--- src/rtl/hsem_task_disp_pkg.sv ---
// Shared widths and FSM encoding for the task dispatcher.
// Imported by the dispatcher top and its round-robin picker.
package hsem_task_disp_pkg;

  localparam int TASK_SWITCH_WIDTH = 32;
  localparam int AHB_DATA_WIDTH    = 32;
  localparam int TASK_ID_WIDTH     = 5;

  typedef enum logic [1:0] {
    ST_IDLE  = 2'd0,
    ST_ISSUE = 2'd1,
    ST_RUN   = 2'd2
  } state_e;

endpackage

--- src/rtl/hsem_task_disp_rr_pick.sv ---
// Combinational round-robin picker: rotate, lowest set bit, un-rotate.
// Scanning starts at 'start' and wraps modulo W.
module hsem_rr_pick
  import hsem_task_disp_pkg::*;
#(
  parameter int W  = TASK_SWITCH_WIDTH,
  parameter int IW = TASK_ID_WIDTH
) (
  input  logic [W-1:0]  mask,
  input  logic [IW-1:0] start,
  output logic          found,
  output logic [IW-1:0] idx
);

  localparam logic [IW:0] WRAP = (IW+1)'(W);

  logic [W-1:0]  rot;
  logic [IW-1:0] off;
  logic [IW:0]   sum;

  always_comb begin
    rot   = W'({mask, mask} >> start);
    found = |rot;
    off   = '0;
    for (int i = W - 1; i >= 0; i--) begin
      if (rot[i]) off = IW'(i);
    end
    sum = {1'b0, off} + {1'b0, start};
    if (sum >= WRAP) sum = sum - WRAP;
    idx = sum[IW-1:0];
  end

endmodule

--- src/rtl/hsem_task_disp.sv ---
// Core-side task dispatcher: issues pending tasks round-robin over
// valid/ready, tracks done/error masks with clear-on-read and an irq.
module hsem_task_disp
  import hsem_task_disp_pkg::*;
#(
  parameter int TASK_WIDTH = TASK_SWITCH_WIDTH,
  parameter int ID_WIDTH   = TASK_ID_WIDTH,
  parameter int DATA_WIDTH = AHB_DATA_WIDTH
) (
  input  logic                  hclk,
  input  logic                  hreset,
  input  logic                  tsk_load,
  input  logic [TASK_WIDTH-1:0] tsk_stat,
  output logic                  task_valid,
  output logic [ID_WIDTH-1:0]   task_id,
  input  logic                  task_ready,
  input  logic                  task_done,
  input  logic                  task_err,
  input  logic                  rd_sel,
  input  logic                  rd_clr,
  output logic [DATA_WIDTH-1:0] ohrdata,
  output logic                  busy,
  output logic                  irq
);

  localparam logic [ID_WIDTH-1:0] LAST_ID = ID_WIDTH'(TASK_WIDTH - 1);

  state_e                state_q, state_d;
  logic [TASK_WIDTH-1:0] pending_q, pending_d;
  logic [TASK_WIDTH-1:0] done_q, done_d;
  logic [TASK_WIDTH-1:0] err_q, err_d;
  logic [ID_WIDTH-1:0]   last_id_q, last_id_d;
  logic [ID_WIDTH-1:0]   task_id_q, task_id_d;
  logic                  irq_q, irq_d;

  logic [ID_WIDTH-1:0]   scan_start;
  logic                  pick_found;
  logic [ID_WIDTH-1:0]   pick_idx;
  logic                  done_set;

  assign scan_start = (last_id_q == LAST_ID) ? '0 : last_id_q + 1'b1;

  hsem_rr_pick #(
    .W  (TASK_WIDTH),
    .IW (ID_WIDTH)
  ) u_pick (
    .mask  (pending_q),
    .start (scan_start),
    .found (pick_found),
    .idx   (pick_idx)
  );

  always_comb begin
    state_d   = state_q;
    pending_d = pending_q;
    done_d    = done_q;
    err_d     = err_q;
    last_id_d = last_id_q;
    task_id_d = task_id_q;
    done_set  = 1'b0;
    irq_d     = |done_q;

    unique case (state_q)
      ST_IDLE: begin
        if (pick_found) begin
          task_id_d           = pick_idx;
          last_id_d           = pick_idx;
          pending_d[pick_idx] = 1'b0;
          state_d             = ST_ISSUE;
        end
      end
      ST_ISSUE: begin
        if (task_ready) state_d = ST_RUN;
      end
      ST_RUN: begin
        if (task_done) begin
          done_set = 1'b1;
          state_d  = ST_IDLE;
        end
      end
      default: state_d = ST_IDLE;
    endcase

    // A new load overrides the pick: set re-queues, zero aborts all
    if (tsk_load) begin
      if (tsk_stat != '0) pending_d = pending_d | tsk_stat;
      else                pending_d = '0;
    end

    if (rd_clr) begin
      done_d = '0;
      err_d  = '0;
    end
    if (done_set) begin
      done_d[task_id_q] = 1'b1;
      if (task_err) err_d[task_id_q] = 1'b1;
    end
  end

  always_ff @(posedge hclk) begin
    if (hreset) begin
      state_q   <= ST_IDLE;
      pending_q <= '0;
      done_q    <= '0;
      err_q     <= '0;
      last_id_q <= LAST_ID;
      task_id_q <= '0;
      irq_q     <= 1'b0;
    end else begin
      state_q   <= state_d;
      pending_q <= pending_d;
      done_q    <= done_d;
      err_q     <= err_d;
      last_id_q <= last_id_d;
      task_id_q <= task_id_d;
      irq_q     <= irq_d;
    end
  end

  always_comb begin
    ohrdata                   = '0;
    ohrdata[TASK_WIDTH-1:0]   = rd_sel ? err_q : done_q;
  end

  assign task_valid = (state_q == ST_ISSUE);
  assign task_id    = task_id_q;
  assign busy       = (state_q != ST_IDLE) || (pending_q != '0);
  assign irq        = irq_q;

endmodule

--- config.mk ---
export PLATFORM = sky130hd
export DESIGN_NAME = hsem_task_disp
export DESIGN_NICKNAME = d
export VERILOG_FILES = /design/src/rtl/hsem_task_disp_pkg.sv /design/src/rtl/hsem_task_disp_rr_pick.sv /design/src/rtl/hsem_task_disp.sv
export SDC_FILE = /design/constraint.sdc
export NUM_CORES = 1
export LEC_CHECK = 0
export CAP_MARGIN = 30
export CORE_MARGIN = 4
export CORE_UTILIZATION = 64
export CTS_CLUSTER_DIAMETER = 200
export DETAILED_ROUTE_END_ITERATION = 8
export PLACE_DENSITY = 0.86
export SLEW_MARGIN = 20
export SYNTH_ARGS = -nofsm -noshare
export SYNTH_HDL_FRONTEND = slang
export SYNTH_SLANG_ARGS = --single-unit
--- constraint.sdc ---
create_clock -name hclk -period 8.1 [get_ports hclk]
set_input_delay 1.62 -clock hclk [delete_from_list [all_inputs] [get_ports hclk]]
set_output_delay 1.62 -clock hclk [all_outputs]
set_load 0.005 [all_outputs]
After elaboration in Yosys (flattened, before gate mapping)
Index checks and enable logic that the tools add are counted.
- equality and inequality tests: 6
- shift-type cells: 1
- multiplexer cells: 54
- magnitude comparators: 5
- add/subtract/negate cells: 3
- reduce and logical (&&, ||, !) cells: 11
- bitwise operators: 5
- operator list (cell ; number):
    32-bit 2-to-1 mux ; 10
    5-bit 2-to-1 mux ; 34
    32-bit OR ; 3
    32-bit nonzero test ; 2
    32-bit OR reduction ; 2
    64-bit by 5-bit right shift with 32-bit output ; 1
    32-bit bitwise AND ; 1
    32-bit NOT ; 1
    5-bit by 6-bit < comparator with 1-bit output, second input constant ; 2
    1-bit demux with 5-bit select ; 2
    5-bit by 1-bit >= comparator with 1-bit output, second input constant ; 2
    5-bit by 5-bit adder with 6-bit output ; 1
    6-bit >= comparator, second input constant ; 1
    2-bit 2-to-1 mux ; 3
    2-bit case mux with 3 select lines ; 1
    5-bit by 1-bit adder with 5-bit output, second input constant ; 1
    5-bit equality test, second input constant ; 1
    5-bit by 1-bit subtractor with 5-bit output, second input constant ; 1
    1-bit 2-to-1 mux ; 4
    2-bit inequality test, second input constant ; 2
    3-bit AND reduction ; 1
    2-bit by 1-bit equality test with 1-bit output, second input constant ; 1
    2-bit equality test, second input constant ; 1
    1-bit logical AND ; 2
    5 further kinds ; 5
- register bits after elaboration: 109
- output and inout bits: 40
- logic and storage cells: 92

Logic depth before layout (Yosys ltp)
Gate-level depths: netlist of run 1.
- depth in word-level cells: 49
- depth in mapped cells: 27

Hierarchy
A second synthesis of run 1 with hierarchy kept.
- cell total of the unflattened synthesis: 987
- area total of the unflattened synthesis: 9160.0 µm²
- by module, submodules not included (module ; area each (µm²) ; cells each ; times used ; seq. area each (µm²)):
    hsem_task_disp ; 5141.2 ; 589 ; 1 ; 2182.1
    hsem_rr_pick ; 4018.9 ; 398 ; 1 ; 0.0

Least setup slack after synthesis of run 1
Ideal clock, no wire load.
- kind: reg2reg
- from: register last_id_q[0]
- to: register pending_q[17]
- buffers on the path: 3
- required time: 7.984 ns
- slack: 2.590 ns
- arrival time: 5.394 ns
- cell stages (with the launch flop): 25
- cells stage by stage: dfxtp_1 -> ha_1 -> and3_1 -> ha_1 -> nor2b_1 -> mux2i_2 -> buf_2 -> buf_4 -> buf_1 -> mux2_2 -> mux2i_1 -> nor2_1 -> o21ai_0 -> a21oi_1 -> o31a_1 -> a311oi_1 -> ha_1 -> inv_1 -> fa_1 -> nor2b_1 -> o21ai_0 -> nand2b_1 -> xnor2_1 -> xnor2_2 -> o211a_1
- cells in the longest elaborated chain, start to end: 49
- elaborated cells between the ends (all ways): 53
- those cells by class: add/sub: 3; order compare: 3; eq/ne: 1; shift: 1; mux: 40; bitwise: 3; reduce/logical: 2
- RTL lines (what ; line ; RTL):
    start, declared ; hsem_task_disp.sv:32 ; logic [ID_WIDTH-1:0] last_id_q, last_id_d;
    start signal, assigned ; hsem_task_disp.sv:114 ; last_id_q <= last_id_d;
    5-bit by 1-bit adder with 5-bit output or 5-bit equality test (tied branches) ; hsem_task_disp.sv:41 ; assign scan_start = (last_id_q == LAST_ID) ? '0 : last_id_q + 1'b1;
    5-bit 2-to-1 mux (*) ; hsem_task_disp.sv:41 ;
    64-bit by 5-bit right shift with 32-bit output ; hsem_task_disp_rr_pick.sv:22 ; rot = W'({mask, mask} >> start);
    5-bit 2-to-1 mux (32 in series) ; hsem_task_disp_rr_pick.sv:26 ; if (rot[i]) off = IW'(i);
    5-bit by 5-bit adder with 6-bit output ; hsem_task_disp_rr_pick.sv:28 ; sum = {1'b0, off} + {1'b0, start};
    5-bit by 1-bit subtractor with 5-bit output or 6-bit >= comparator (tied branches) ; hsem_task_disp_rr_pick.sv:29 ; if (sum >= WRAP) sum = sum - WRAP;
    5-bit 2-to-1 mux ; hsem_task_disp_rr_pick.sv:29 ;
    5-bit by 6-bit < comparator with 1-bit output (not written as such) or 5-bit by 1-bit >= comparator with 1-bit output (tied branches) ; hsem_task_disp.sv:68 ; pending_d[pick_idx] = 1'b0;
    [2 not listed] ; - ;
    1-bit demux with 5-bit select ; hsem_task_disp.sv:68 ;
    32-bit NOT (no source line) ; - ;
    32-bit bitwise AND (no source line) ; - ;
    32-bit 2-to-1 mux (*) ; hsem_task_disp.sv:65 ; if (pick_found) begin
    32-bit 2-to-1 mux (*) ; hsem_task_disp.sv:63 ; unique case (state_q)
    32-bit OR ; hsem_task_disp.sv:86 ; if (tsk_stat != '0) pending_d = pending_d | tsk_stat;
    32-bit 2-to-1 mux ; hsem_task_disp.sv:86 ;
    32-bit 2-to-1 mux (*) ; hsem_task_disp.sv:85 ; if (tsk_load) begin
    end signal, assigned ; hsem_task_disp.sv:111 ; pending_q <= pending_d;
    end, declared ; hsem_task_disp.sv:29 ; logic [TASK_WIDTH-1:0] pending_q, pending_d;
Every way passes the cells marked *; elsewhere a longest branch is shown, timed or not.
A chain may end at the register's enable or synchronous reset.

Final worst setup path of run 1
- from: register last_id_q[0]
- to: register pending_q[20]
Same word-level chain as after synthesis.

==> results of run 1 <==
[final timing paths]
check | startpoint | endpoint | slack [ns] | cells past startpoint
max | last_id_q[0] | pending_q[20] | 1.20 | 22
min | pending_q[24] | pending_q[24] | 0.54 | 2
max reg2reg | last_id_q[0] | pending_q[20] | 1.20 | 22
min reg2reg | pending_q[24] | pending_q[24] | 0.54 | 2
[stage by stage]
step / util (%) / setup WS, ns / cell area [um2]
finish: 75.5 / 1.20 / 9690
global route: 75.5 / 0.483 / 9690
CTS: 75.4 / 1.37 / 9670
detailed placement: 73.0 / 1.41 / 9360
global placement: 72.8 / 1.51 / 9340
floorplan: - / 2.59 / 8530
[critical path, stage by stage, from the launching register on]
cell	delay [ns]
dfxtp_1	0.69
ha_2	0.30
and3_1	0.16
ha_1	0.28
or2_2	0.51
buf_4	0.45
mux4_2	0.57
a211oi_1	0.47
nor4_1	0.09
o21bai_1	0.18
a211oi_1	0.09
or4_1	0.50
a41o_1	0.20
a21oi_1	0.30
fa_1	0.32
nor2b_1	0.06
o21ai_0	0.15
nand2b_1	0.12
xnor2_1	0.75
nor2_1	0.20
nand2_1	0.16
mux2i_1	0.09
o21ai_0	0.18
[state kept, by name, indices dropped and copies added, names as in the netlist]
| signal | flops |
|---|---|
| last_id_q | 5 |
| pending_q | 32 |
| irq | 1 |
| done_q | 32 |
| state_q | 2 |
| task_id | 5 |
| err_q | 32 |
[cell type report]
type | count | area, um2 | area share (%)
multi-input combinational | 837 | 5970 | 61.6
sequential | 109 | 2180 | 22.5
timing repair buffer | 101 | 957 | 9.88
clock buffer | 10 | 229 | 2.36
tap | 172 | 215 | 2.22
clock inverter | 6 | 77.6 | 0.801
inverter | 16 | 60.1 | 0.620
[per-layer routing]
layer  wire [um]  track usage (%)
met1       11200             50.9
met5           0                0
met4         658             11.8
met3        2660             8.01
met2       11700             51.2
[cell families after synthesis]
kind of cell,after synthesis,share of synthesized area [%]
multiplexers,169,26.6
adder cells (fa/ha/maj),7,1.12
XOR/XNOR,8,0.910
AO/OA/AOI/OAI,233,16.9
AND/OR/NAND/NOR,420,24.3
flip-flops,109,25.6
buffers and inverters,90,4.62
[placed cells by master (no fill, tap or decap), types with 6 or more instances in the layout]
cell type and instances:
xnor2_1 6, buf_4 18, nand2_1 122, clkbuf_16 9
nor3_1 11, inv_1 13, clkdlybuf4s50_1 77, nor3b_1 8
a211oi_1 23, nand2b_1 12, a221oi_1 7, o211ai_1 6
nor2_1 112, a2111oi_0 8, o21ai_0 51, nor4_1 29
and2_1 9, a21oi_1 90, nand3_1 8, nor2b_1 81
dfxtp_1 109, nand4_1 6, mux2_2 45, mux4_2 41
a31oi_1 13, mux2i_1 82
==> impl_metrics.toml, run 1 <==
[synthesis]
yosysSeqAreaShare_pct = 25.6
async_reset_ff_share_pct = 0
yosysUniqueCellTypes = 65
ys.flop_type = "dfxtp_1"
synth_seq_cells = 109
yosys-top-cells-area = "dfxtp_1 26%, mux4_2 11%, mux2i_1 9.6%, mux2_2 5.9%, nor2b_1 5.9%"
synth_edf_count = 0
yosys_warnings = 0
synth_area_um2 = 8530
synth_cells = 1036
yosysMostFrequentCell = "nand2_1"
syn_area_per_cell_um2 = 8.23
synthTopCellsByCount = "122 x nand2_1, 112 x nor2_1, 109 x dfxtp_1"
yosys.area.top_type = "dfxtp_1"
synth_fp_nets = 1083
synth_top_area_share_pct = 25.6

[cts]
cts_tree = "done"
clockRootBuffer = "clkbuf_16"
path_clk_slew_ns = 0.08
clk_latency_ns = 0.36
ctsResizeCount = 0
cts_buffers = 9
clockBufferDepth = 2
cts_max_level = 3
post_cts_buffers = 0
cts.sinks = 109
hold_buffers = 0

[timing]
worst_pin_slew_ns = 0.974
fin_skew_ns = 0.0136
fmax_ghz = 0.145
slew_violations = 0
setup_tns_ns = 0
hold_slack_ns = 0.540
finalSetupViolCount = 0
fin_crit_sh_pct = 85.2
grt_setup_unrepaired = "false"
hold_viol_final = 0
layout_min_cycle_time_ns = 6.90
slew_headroom_pct = 34.8

[global_route]
antenna_found_initial = 0
gr-total-overflow = 0
grt_pass1_vias = 7787
grt_max_degree = 80
grt_pass1_wl_mm = 41.7
grt_usage_pct = 35.0

[floorplanning]
io_pins = 80
start_util_pct = 66.5
die_area_um2 = 15200
rows = 41
die_x_um = 123
die_h_um = 123
core-area_um2 = 12800

[placement]
dpl.cell_count = 1232
hpwl_mm = 19.0
gp_congestion = 0.997
io_buffer_count = 79

[setup_path]
end_kind = "register"
cp_data_required_time_ns = 8.38
path_max_fanout = 31
cp-start-kind = "register"
arrival_ns = 7.18
setup.worst_path.class = "register to register"

[detailed_routing]
firstDrtPassIters = 8
detail_route.wl_per_cell_um = 21.0
drtAntennaViolNets = 0
routed_wl_mm = 26.3
vias_per_cell = 6.74
drt-initial-drc-count = 1356
vias = 8428
drc = 0

[outcome]
outcome = "complete, no violations"

[job]
drv_cap = 0

[layout]
diodes = 0
drive_gt1_share_pct = 12.7
finalNonFillerCells = 1251
nNetsFinal = 1121
nFillCells = 896
area.growth.synth_to_final_pct = 13.6

[min_path]
hp-class = "register to register"
Power of run 1 is left out: the tool's default activity adds up to more than one toggle a clock period on the data nets, which glitch-free logic cannot reach.
==> run 2, diff against run 1 <==
CORE_ASPECT_RATIO = 2   (was not set)
PLACE_DENSITY = 0.85   (was 0.86)
SYNTH_HIERARCHICAL = 1   (was not set)
==> run 2 against run 1 <==
Core utilization down 1.9 points. First-iteration DRC count down 41%. Global-route usage up 5.2 points. Routed wire length up 23%. Sequential share of layout area down 1.3 points. Register-to-register slack worse by 0.25 ns. Synthesized cell count down 4.7%. Design area up 6.2%.
==> impl_metrics.toml, run 2 <==
[floorplanning]
die_area_um2 = 16400
die_h_um = 177
die_x_um = 92.6
io_pins = 80
start_util_pct = 65.6
core-area_um2 = 14000
rows = 61

[min_path]
worstHoldEndpoint = "last_id_q[4]"
hp-class = "register to register"
hold_depth = 2
min_from = "last_id_q[4]"

[setup_path]
path_max_fanout = 26
r2r_start = "last_id_q[0]"
cp_data_required_time_ns = 8.31
end_kind = "register"
r2r_setup_slack_ns = 0.95
cp-start-kind = "register"
arrival_ns = 7.36
r2r_end = "pending_q[14]"
worst-r2r-cell-count = 26
setup.worst_path.class = "register to register"

[outcome]
outcome = "complete, no violations"

[cts]
ctsResizeCount = 0
cts.sinks = 109
clockRootBuffer = "clkbuf_16"
post_cts_buffers = 0
cts_tree = "done"
cts_max_level = 3
cts_buffers = 9
clockBufferDepth = 2
hold_buffers = 0
clk_latency_ns = 0.34
path_clk_slew_ns = 0.07

[synthesis]
yosys.area_share.simple_pct = 24.9
yosys_warnings = 6
async_reset_ff_share_pct = 0
synth_area_um2 = 9160
synth_fp_nets = 1034
synthMuxAreaShare_pct = 30.6
synth_seq_cells = 109
yosys.area.top_type = "dfxtp_1"
yosysUniqueCellTypes = 85
synth_top_area_share_pct = 23.8
ys.flop_type = "dfxtp_1"
yosys-top-cells-area = "dfxtp_1 24%, mux4_2 16%, a21oi_1 5.3%, mux2_2 5.0%, nor2b_1 4.8%"
synth_top_family_by_area = "multiplexers"
yosysSeqAreaShare_pct = 23.8
yosysMostFrequentCell = "dfxtp_1"
synthTopCellsByCount = "109 x dfxtp_1, 105 x nor2_1, 97 x a21oi_1"
syn_area_per_cell_um2 = 9.28
synth_edf_count = 0
synth_cells = 987
synth_xor_area_share_pct = 0.574
synth-compound-area-share_pct = 14.2
synth_fa_ha_area_share_pct = 1.04

[placement]
dpl.cell_count = 1199
io_buffer_count = 79
gp_congestion = 1.05
dpl-instance-area_um2 = 9980
hpwl_mm = 23.6

[layout]
reg.largest.list = "done_q x32, err_q x32, pending_q x32"
nFillCells = 1021
finalNonFillerCells = 1217
nNetsFinal = 1070
layout_commonest_cell = "dfxtp_1"
final_cell_mix = "109 x dfxtp_1, 102 x nor2_1, 97 x a21oi_1, 77 x clkdlybuf4s50_1, 70 x nor2b_1"
drive_gt1_share_pct = 20.4
utilization_pct = 73.6
area.growth.synth_to_final_pct = 12.3
final_area_um2 = 10300

[detailed_routing]
vias = 8940
drt-initial-drc-count = 797
detail_route.wl_per_cell_um = 26.6
drtAntennaViolNets = 0
vias_per_cell = 7.35
firstDrtPassIters = 6
drc = 0
routed_wl_mm = 32.3

[timing]
grt_setup_unrepaired = "false"
fin_crit_sh_pct = 88.3
setup_tns_ns = 0
slew_headroom_pct = 37.1
hold_viol_final = 0
fin_skew_ns = 0.00743
finalSetupViolCount = 0
worst_pin_slew_ns = 0.936
layout_min_cycle_time_ns = 7.15
slew_violations = 0
fmax_ghz = 0.140

[global_route]
gr-total-overflow = 0
antenna_found_initial = 1
grt_max_degree = 79
grt_pass1_vias = 9068
grt_usage_pct = 40.2
grt_pass1_wl_mm = 49.9

[job]
drv_cap = 0
==> run 2: final cells by class <==
class | count | area (um2) | share of cell area [%]
clock buffers | 14 | 274 | 2.66
repair buffers | 101 | 996 | 9.68
diodes | 1 | 2.50 | 0.0243
flip-flops and latches | 109 | 2180 | 21.2
inverters | 7 | 26.3 | 0.255
multi-input cells | 795 | 6560 | 63.8
clock inverters | 1 | 5.00 | 0.0487
well taps | 189 | 236 | 2.30
==> run 2: how the worst max path moves through the flow <==
| stage | start | endpoint | slack (ns) |
|---|---|---|---|
| 2_1_floorplan | last_id_q[0] | pending_q[12] | 2.27 |
| 4_1_cts | last_id_q[0] | pending_q[14] | 1.05 |
| 3_5_place_dp | last_id_q[0] | pending_q[14] | 1.05 |
| 6_report | last_id_q[0] | pending_q[14] | 0.95 |
| 5_1_grt | last_id_q[0] | pending_q[14] | 0.49 |
| 3_3_place_gp | last_id_q[0] | pending_q[14] | 0.84 |
==> run 2: logic make-up (layout without fill, tap and decap cells) <==
logic type / Yosys count / in the layout
flops: 109 / 109
other cells: 0 / 1
compound gates: 202 / 202
buf+inv: 83 / 123
fa+ha+maj: 7 / 7
xor+xnor: 6 / 6
mux: 174 / 174
simple gates: 406 / 406
==> run 2: worst max-delay path: stages, from the launching register on <==
cell and delay, ns:
dfxtp_1 0.36, ha_1 0.24, and3_1 0.18, ha_1 0.27, nor2_4 0.47, buf_12 0.26, mux4_1 0.66, mux4_2 0.47
mux2_2 0.33, nor3_2 0.18, o311ai_1 0.15, a211o_1 0.24, a2111o_1 0.35, a21oi_1 0.23, ha_1 0.21, inv_1 0.06
fa_1 0.39, inv_1 0.08, a21o_1 0.13, a21oi_1 0.08, xnor2_1 0.14, xnor2_1 0.23, buf_4 0.25, nor4b_2 0.59
nand3_1 0.16, a22oi_1 0.23, nor2_2 0.05
==> run 2: layer usage <==
metal / track usage (%) / routed length [um] / up-vias
li1: - / - / 3812
met5: 0 / 0 / -
met2: 68.2 / 16100 / 705
met1: 37.5 / 9100 / 4123
met4: 40.0 / 3980 / 0
met3: 10.6 / 3140 / 300
==> run 2: metrics by stage <==
stage / hold WS (ns) / setup WS, ns
global placement: 0.479 / 0.839
floorplan: 0.445 / 2.27
finish: 0.490 / 0.948
CTS: 0.488 / 1.05
detailed placement: 0.469 / 1.05
global route: 0.533 / 0.486
Power of run 2 is left out for the same reason.
